$ cat src/rtl/life_display_pipe.sv
// Game-of-Life cell renderer: maps VGA pixels to cell RAM addresses, colours by {was,is} state.
// Optional grid-line overlay is compiled in when GRID_LINES_EN is defined.
module life_display_pipe #(
  parameter int          CELL_LOG2 = 7,
  parameter int          COLS_LOG2 = 3,
  parameter int          ROWS_LOG2 = 3,
  parameter logic [11:0] C_DEAD    = 12'h000,
  parameter logic [11:0] C_BORN    = 12'hFF0,
  parameter logic [11:0] C_DIED    = 12'hF00,
`ifdef GRID_LINES_EN
  parameter logic [11:0] C_GRID    = 12'h333,
`endif
  parameter logic [11:0] C_ALIVE   = 12'h0F0
) (
  input  logic                           clk,
  input  logic                           rst_n,
  input  logic [10:0]                    x,
  input  logic [10:0]                    y,
  input  logic                           de_in,
  input  logic                           hs_in,
  input  logic                           vs_in,
  output logic [ROWS_LOG2+COLS_LOG2:0]   rd_addr_cur,
  output logic [ROWS_LOG2+COLS_LOG2:0]   rd_addr_prev,
  input  logic                           rd_cur,
  input  logic                           rd_prev,
  input  logic                           swap_req,
  output logic                           swap_ack,
  output logic                           bank_sel,
  output logic [11:0]                    rgb,
  output logic                           de_out,
  output logic                           hs_out,
  output logic                           vs_out
);

  localparam logic [31:0] X_LIM = 32'd1 << (CELL_LOG2 + COLS_LOG2);
  localparam logic [31:0] Y_LIM = 32'd1 << (CELL_LOG2 + ROWS_LOG2);

  logic [COLS_LOG2-1:0] w_col;
  logic [ROWS_LOG2-1:0] w_row;
  logic                 w_oor;
  logic                 w_vs_rise;
  logic                 w_swap;
  logic [11:0]          w_rgb_next;

  logic r_bank, r_pending, r_ack;
  logic r_oor1, r_de1, r_hs1, r_vs1;
  logic r_oor2, r_de2, r_hs2, r_vs2;
  logic r_de3, r_hs3, r_vs3;
  logic [11:0] r_rgb;
  logic [ROWS_LOG2+COLS_LOG2:0] r_addr_cur, r_addr_prev;

  assign w_col = x[CELL_LOG2 +: COLS_LOG2];
  assign w_row = y[CELL_LOG2 +: ROWS_LOG2];
  assign w_oor = ({21'd0, x} >= X_LIM) || ({21'd0, y} >= Y_LIM);

  // r_vs1 is vs_in one clock old, so this is the first clock vs_in is seen high
  assign w_vs_rise = vs_in && !r_vs1;
  assign w_swap    = w_vs_rise && (r_pending || swap_req);

  always_ff @(posedge clk or negedge rst_n) begin
    if (!rst_n) begin
      r_bank    <= 1'b0;
      r_pending <= 1'b0;
      r_ack     <= 1'b0;
    end else begin
      r_ack <= w_swap;
      if (w_swap) begin
        r_bank    <= ~r_bank;
        r_pending <= 1'b0;
      end else begin
        r_pending <= r_pending || swap_req;
      end
    end
  end

`ifdef GRID_LINES_EN
  logic r_grid1, r_grid2;
  always_ff @(posedge clk or negedge rst_n) begin
    if (!rst_n) begin
      r_grid1 <= 1'b0;
      r_grid2 <= 1'b0;
    end else begin
      r_grid1 <= (x[CELL_LOG2-1:0] == '0) || (y[CELL_LOG2-1:0] == '0);
      r_grid2 <= r_grid1;
    end
  end
`endif

  always_ff @(posedge clk or negedge rst_n) begin
    if (!rst_n) begin
      r_addr_cur  <= '0;
      r_addr_prev <= {1'b1, {(ROWS_LOG2+COLS_LOG2){1'b0}}};
      {r_oor1, r_de1, r_hs1, r_vs1} <= '0;
      {r_oor2, r_de2, r_hs2, r_vs2} <= '0;
      {r_de3, r_hs3, r_vs3}         <= '0;
      r_rgb <= '0;
    end else begin
      r_addr_cur  <= {r_bank, w_row, w_col};
      r_addr_prev <= {~r_bank, w_row, w_col};
      {r_oor1, r_de1, r_hs1, r_vs1} <= {w_oor, de_in, hs_in, vs_in};
      {r_oor2, r_de2, r_hs2, r_vs2} <= {r_oor1, r_de1, r_hs1, r_vs1};
      {r_de3, r_hs3, r_vs3}         <= {r_de2, r_hs2, r_vs2};
      r_rgb <= w_rgb_next;
    end
  end

  // RAM data arrives alongside the stage-2 side-band bits
  always_comb begin
    w_rgb_next = '0;
    if (r_de2 && !r_oor2) begin
      case ({rd_prev, rd_cur})
        2'b00:   w_rgb_next = C_DEAD;
        2'b01:   w_rgb_next = C_BORN;
        2'b10:   w_rgb_next = C_DIED;
        default: w_rgb_next = C_ALIVE;
      endcase
`ifdef GRID_LINES_EN
      if (r_grid2) w_rgb_next = C_GRID;
`endif
    end
  end

  assign rd_addr_cur  = r_addr_cur;
  assign rd_addr_prev = r_addr_prev;
  assign swap_ack     = r_ack;
  assign bank_sel     = r_bank;
  assign rgb          = r_rgb;
  assign de_out       = r_de3;
  assign hs_out       = r_hs3;
  assign vs_out       = r_vs3;

endmodule

$ cat config.mk
export PLATFORM = sky130hd
export DESIGN_NAME = life_display_pipe
export DESIGN_NICKNAME = d
export VERILOG_FILES = /design/src/rtl/life_display_pipe.sv
export SDC_FILE = /design/constraint.sdc
export NUM_CORES = 1
export LEC_CHECK = 0
export BUFFER_PORTS_ARGS = -buffer_cell sky130_fd_sc_hd__buf_2
export CAP_MARGIN = 10
export CORE_MARGIN = 8
export CORE_UTILIZATION = 41
export CTS_CLUSTER_DIAMETER = 200
export DETAILED_ROUTE_END_ITERATION = 8
export GPL_TIMING_DRIVEN = 0
export PLACE_DENSITY = 0.81
export REMOVE_ABC_BUFFERS = 1
export SLEW_MARGIN = 20
export SYNTH_ARGS = -nofsm -noshare
export SYNTH_HDL_FRONTEND = slang
export SYNTH_SLANG_ARGS = --single-unit
$ cat constraint.sdc
create_clock -name clk -period 1.4 [get_ports clk]
set_input_delay 0.14 -clock clk [delete_from_list [all_inputs] [get_ports clk]]
set_output_delay 0.14 -clock clk [all_outputs]
set_load 0.02 [all_outputs]
* Word level (Yosys, flattened, before mapping)
Cells that the tools add are included.
** Word-level totals
- RAM bits :: 0
- Memories :: 0
- Flip-flop bits (word level) :: 40
- Bits in latches :: 0
- Word-level logic and storage cells :: 33
- Input port bits :: 30
- Output and inout bits :: 31
- ROM bits :: 0
** Operators by class
- $lt $le $gt $ge :: 2
- $add $sub $neg :: 0
- Multipliers :: 0
- Shift operators :: 0
- Bitwise gates (word level) :: 1
- Eq/ne operators :: 2
- Reduce and logical (&&, ||, !) cells :: 8
- Divide/modulo/power cells :: 0
- Mux-type cells :: 3
** Operators with widths (number)
- 12-bit case mux with 3 select lines :: 1
- 11-bit greater-or-equal comparator (second input constant) :: 2
- 12-bit 2-to-1 mux :: 1
- 1-bit logical AND :: 3
- 2-bit by 1-bit == test with 1-bit output (second input constant) :: 1
- 2-bit == test (second input constant) :: 1
- 1-bit logical NOT :: 2
- 2-bit logical NOT :: 1
- 1-bit logical OR :: 2
- 1-bit 2-to-1 mux :: 1
- 1-bit inverter :: 1

* Logic depth before layout (Yosys ltp)
- Depth after elaboration :: 4
- Depth in mapped cells :: 4
- Mapped depth without buffers :: 4

* Least setup slack after synthesis
Ideal clock, no wire load.
- Kind :: register -> register
- Start :: register r_vs1
- End :: register r_bank, in the netlist bank_sel
- Clock period less this slack :: 790 ps
- Path buffers :: 0
- Setup time :: 80 ps
- Path slack :: 610 ps
- Data arrival time :: 710 ps
- Data required time :: 1320 ps
- Stages on the path, launching flop included :: 3
- Path through :: dfrtp_1 -> nor3b_2 -> xnor2_1
** Between the ends
- Longest elaborated chain between the ends :: 3
** Ends and longest elaborated chain
- start, declared :: RTL line 46 : logic r_oor1, r_de1, r_hs1, r_vs1;
- start signal, assigned :: RTL line 100 : {r_oor1, r_de1, r_hs1, r_vs1} <= {w_oor, de_in, hs_in, vs_in};
- 1-bit logical NOT :: RTL line 57 : assign w_vs_rise = vs_in && !r_vs1;
- 1-bit logical AND :: RTL line 57
- 1-bit logical AND :: RTL line 58 : assign w_swap = w_vs_rise && (r_pending || swap_req);
- via w_swap :: RTL line 42 : logic w_swap;
- end signal, assigned :: RTL line 68 : r_bank <= ~r_bank;
- end, declared :: RTL line 45 : logic r_bank, r_pending, r_ack;
The timed path passes the listed nets, and every way through them passes these cells.
A chain may end at the register's enable or synchronous reset.

* Worst setup path in the final report
- Start :: register r_addr_prev[6], in the netlist rd_addr_prev[6]
- End :: output port rd_addr_prev[6]
** RTL lines
- start, declared :: RTL line 50 : logic [ROWS_LOG2+COLS_LOG2:0] r_addr_cur, r_addr_prev;
- start signal, assigned :: RTL line 92 : r_addr_prev <= {1'b1, {(ROWS_LOG2+COLS_LOG2){1'b0}}};
- start signal, assigned :: RTL line 99 : r_addr_prev <= {~r_bank, w_row, w_col};
- end, declared :: RTL line 23 : output logic [ROWS_LOG2+COLS_LOG2:0] rd_addr_prev,
No word-level cell between the ends.

==> results.cfg <==
[detailed_routing]
maxUsedRoutingLayer = met4
wl_met3_um = 272
wl_met1_um = 507
wl_met2_um = 611
initialDrtViolationCount = 7
via_per_inst = 3.86
drc = 0
num_vias = 483
antenna_left = 0
routed_wl_mm = 1.42
routedWlPerCell_um = 11.4
drtPass1Iterations = 2

[critical_path]
startpoint_type = flop
crit_family = flip-flops
crit_required_ns = 1.26
slowest_stage = dfstp_2
path_class = reg2out
cp.depth = 1
crit_fanout = 1
crit_buf_inv = 1
cp_cell_sequence = buf_2
end_kind = output port
r2r.worst_path.cells = 2
cpPeakStageDelay_ns = 0.53
cp.arrival_ns = 0.99

[sta]
hold_viol_final = 0
final_max_slew_viol_count = 0
fmax_mhz = 889
setup_viol = 0
fin_crit_ns = 1.13
min_period_over_period_pct = 80.4
finClkSkew_ns = 0.00477
fin_setup_tns_ns = 0
rsz0062_at_grt = no

[run_status]
status = finished, final reports clean

[global_route]
antenna_found_initial = 0
grt.total_usage_pct = 7.31
grt_pass1_wl_mm = 1.97
grt_overflow = 0
grt_pass1_vias = 460
grt_max_degree = 25

[final_layout]
layout_common_cells = 42 x buf_2, 23 x dfrtp_1, 10 x dlygate4sd3_1
syn_to_final_growth_pct = 33.3
drive_above_1_share_pct = 50.0
fin_nets = 131
diodes = 0
mostFrequentLayoutCell = buf_2

[cts]
post_cts_resized = 0
cts.sink_count = 24
clockBufferDepth = 2
cts_buffers = 3
post_cts_buffers = 0
root_buffer = clkbuf_4
ctsHoldBuffers = 10
insertion_delay_ns = 0.30
clkTransAtPathRegs_ns = 0.12
htree_num_levels = 1
cts_tree = built

[power]
irDropWorstVdd_uv = 540
power_leakage_uw = 0.000584
p_per_area_mw_per_mm2 = 1310
finalPower_uw = 1430

[placed_design]
dpl.hpwl_mm = 1.11
port_buffers = 42
gp_congestion = 0.663

[synth]
synth-seq-area-share_pct = 73.8
yosysWarnings = 0
netlist_instances = 55
ys_ff_latch = 24
syn_area_sq_um = 816
yosysUniqueCellTypes = 12
syn_avg_cell_area_sq_um = 14.8

[die]
die_height_um = 60.6
start_util_pct = 42.4
rows = 16
core_sq_mm = 0.00192
top_level_ports = 61
die_x_um = 60.6
dieArea_sq_mm = 0.00367

[worst_hold_path]
hold_path_class = in2reg
holdPathStages = 2

[flow_run]
max-cap-violations = 0
## registers in the layout (all words and copies together) (netlist names)
name          cells
bank_sel          1
de_out            1
hs_out            1
r_de1             1
r_de2             1
r_hs1             1
r_hs2             1
r_oor1            1
r_oor2            1
r_pending         1
r_vs1             1
r_vs2             1
rd_addr_cur       4
rd_addr_prev      4
rgb               2
swap_ack          1
vs_out            1
## synthesized netlist by cell type
cell       n  area share, %
nor3b_2    1            1.5
nor2_1     4            1.8
or2_2      1           0.77
ha_1       2            3.1
conb_1     1           0.46
dfstp_2    1            3.2
buf_4     16             15
a21oi_1    1           0.61
nand2b_1   1           0.77
xnor2_1    1            1.1
inv_1      3            1.4
dfrtp_1   23             71
## area by class of cell
type / count / area, sq um
fillers: 164 / 835
flip-flops and latches: 24 / 602
repair buffers: 52 / 310
multi-input cells: 15 / 93.8
clock buffers: 4 / 36.3
well taps: 27 / 33.8
inverters: 3 / 11.3
## layer usage
| metal | vias to the layer above | global-route usage (%) |
|---|---|---|
| met3 | 4 | 3.39 |
| met5 | - | 0 |
| met4 | 0 | 4.98 |
| met2 | 34 | 11.0 |
| li1 | 231 | - |
| met1 | 214 | 8.05 |
## metrics by stage
stage | setup slack, ns | utilization (%) | hold slack, ns | cells | instance area [sq um]
final | 0.275 | 56.6 | 0.0133 | 125 | 1090
after global routing | 0.241 | 56.6 | 0.0117 | 125 | 1090
after CTS | 0.266 | 56.6 | 0.00708 | 125 | 1090
after detailed placement | 0.553 | 49.5 | 0.129 | 111 | 951
after global placement | 0.580 | 49.5 | 0.124 | 111 | 951
after floorplan | 0.496 | - | -0.156 | 42 | 707
## kinds of logic after synthesis
| logic type | synth area share [%] |
|---|---|
| compound gates | 0.613 |
| flops | 73.8 |
| other cells | 0.460 |
| buf+inv | 16.1 |
| xor+xnor | 1.07 |
| simple gates | 4.91 |
| fa+ha+maj | 3.07 |
## path summary, 6_finish.rpt
path | startpoint | end | slack [ns]
setup / recovery | rd_addr_prev[6]$_DFF_PN1_ | rd_addr_prev[6] | 0.27
hold / removal | y[10] | r_oor1$_DFF_PN0_ | 0.01
setup reg to reg | r_vs1$_DFF_PN0_ | bank_sel$_DFFE_PN0P_ | 0.53
hold reg to reg | r_oor1$_DFF_PN0_ | r_oor2$_DFF_PN0_ | 0.36
max in group asynchronous | rst_n | rd_addr_prev[6]$_DFF_PN1_ | 0.72
min in group asynchronous | rst_n | r_oor1$_DFF_PN0_ | 0.33
## power breakdown
| part | leakage [uW] | internal (uW) | switching, uW |
|---|---|---|---|
| Sequential | 0.000281 | 777 | 25.5 |
| Combinational | 0.000283 | 102 | 179 |
| Clock | 0.0000210 | 159 | 184 |
| Total | 0.000584 | 1040 | 389 |
Note: power is estimated with default switching activity, not from simulation.
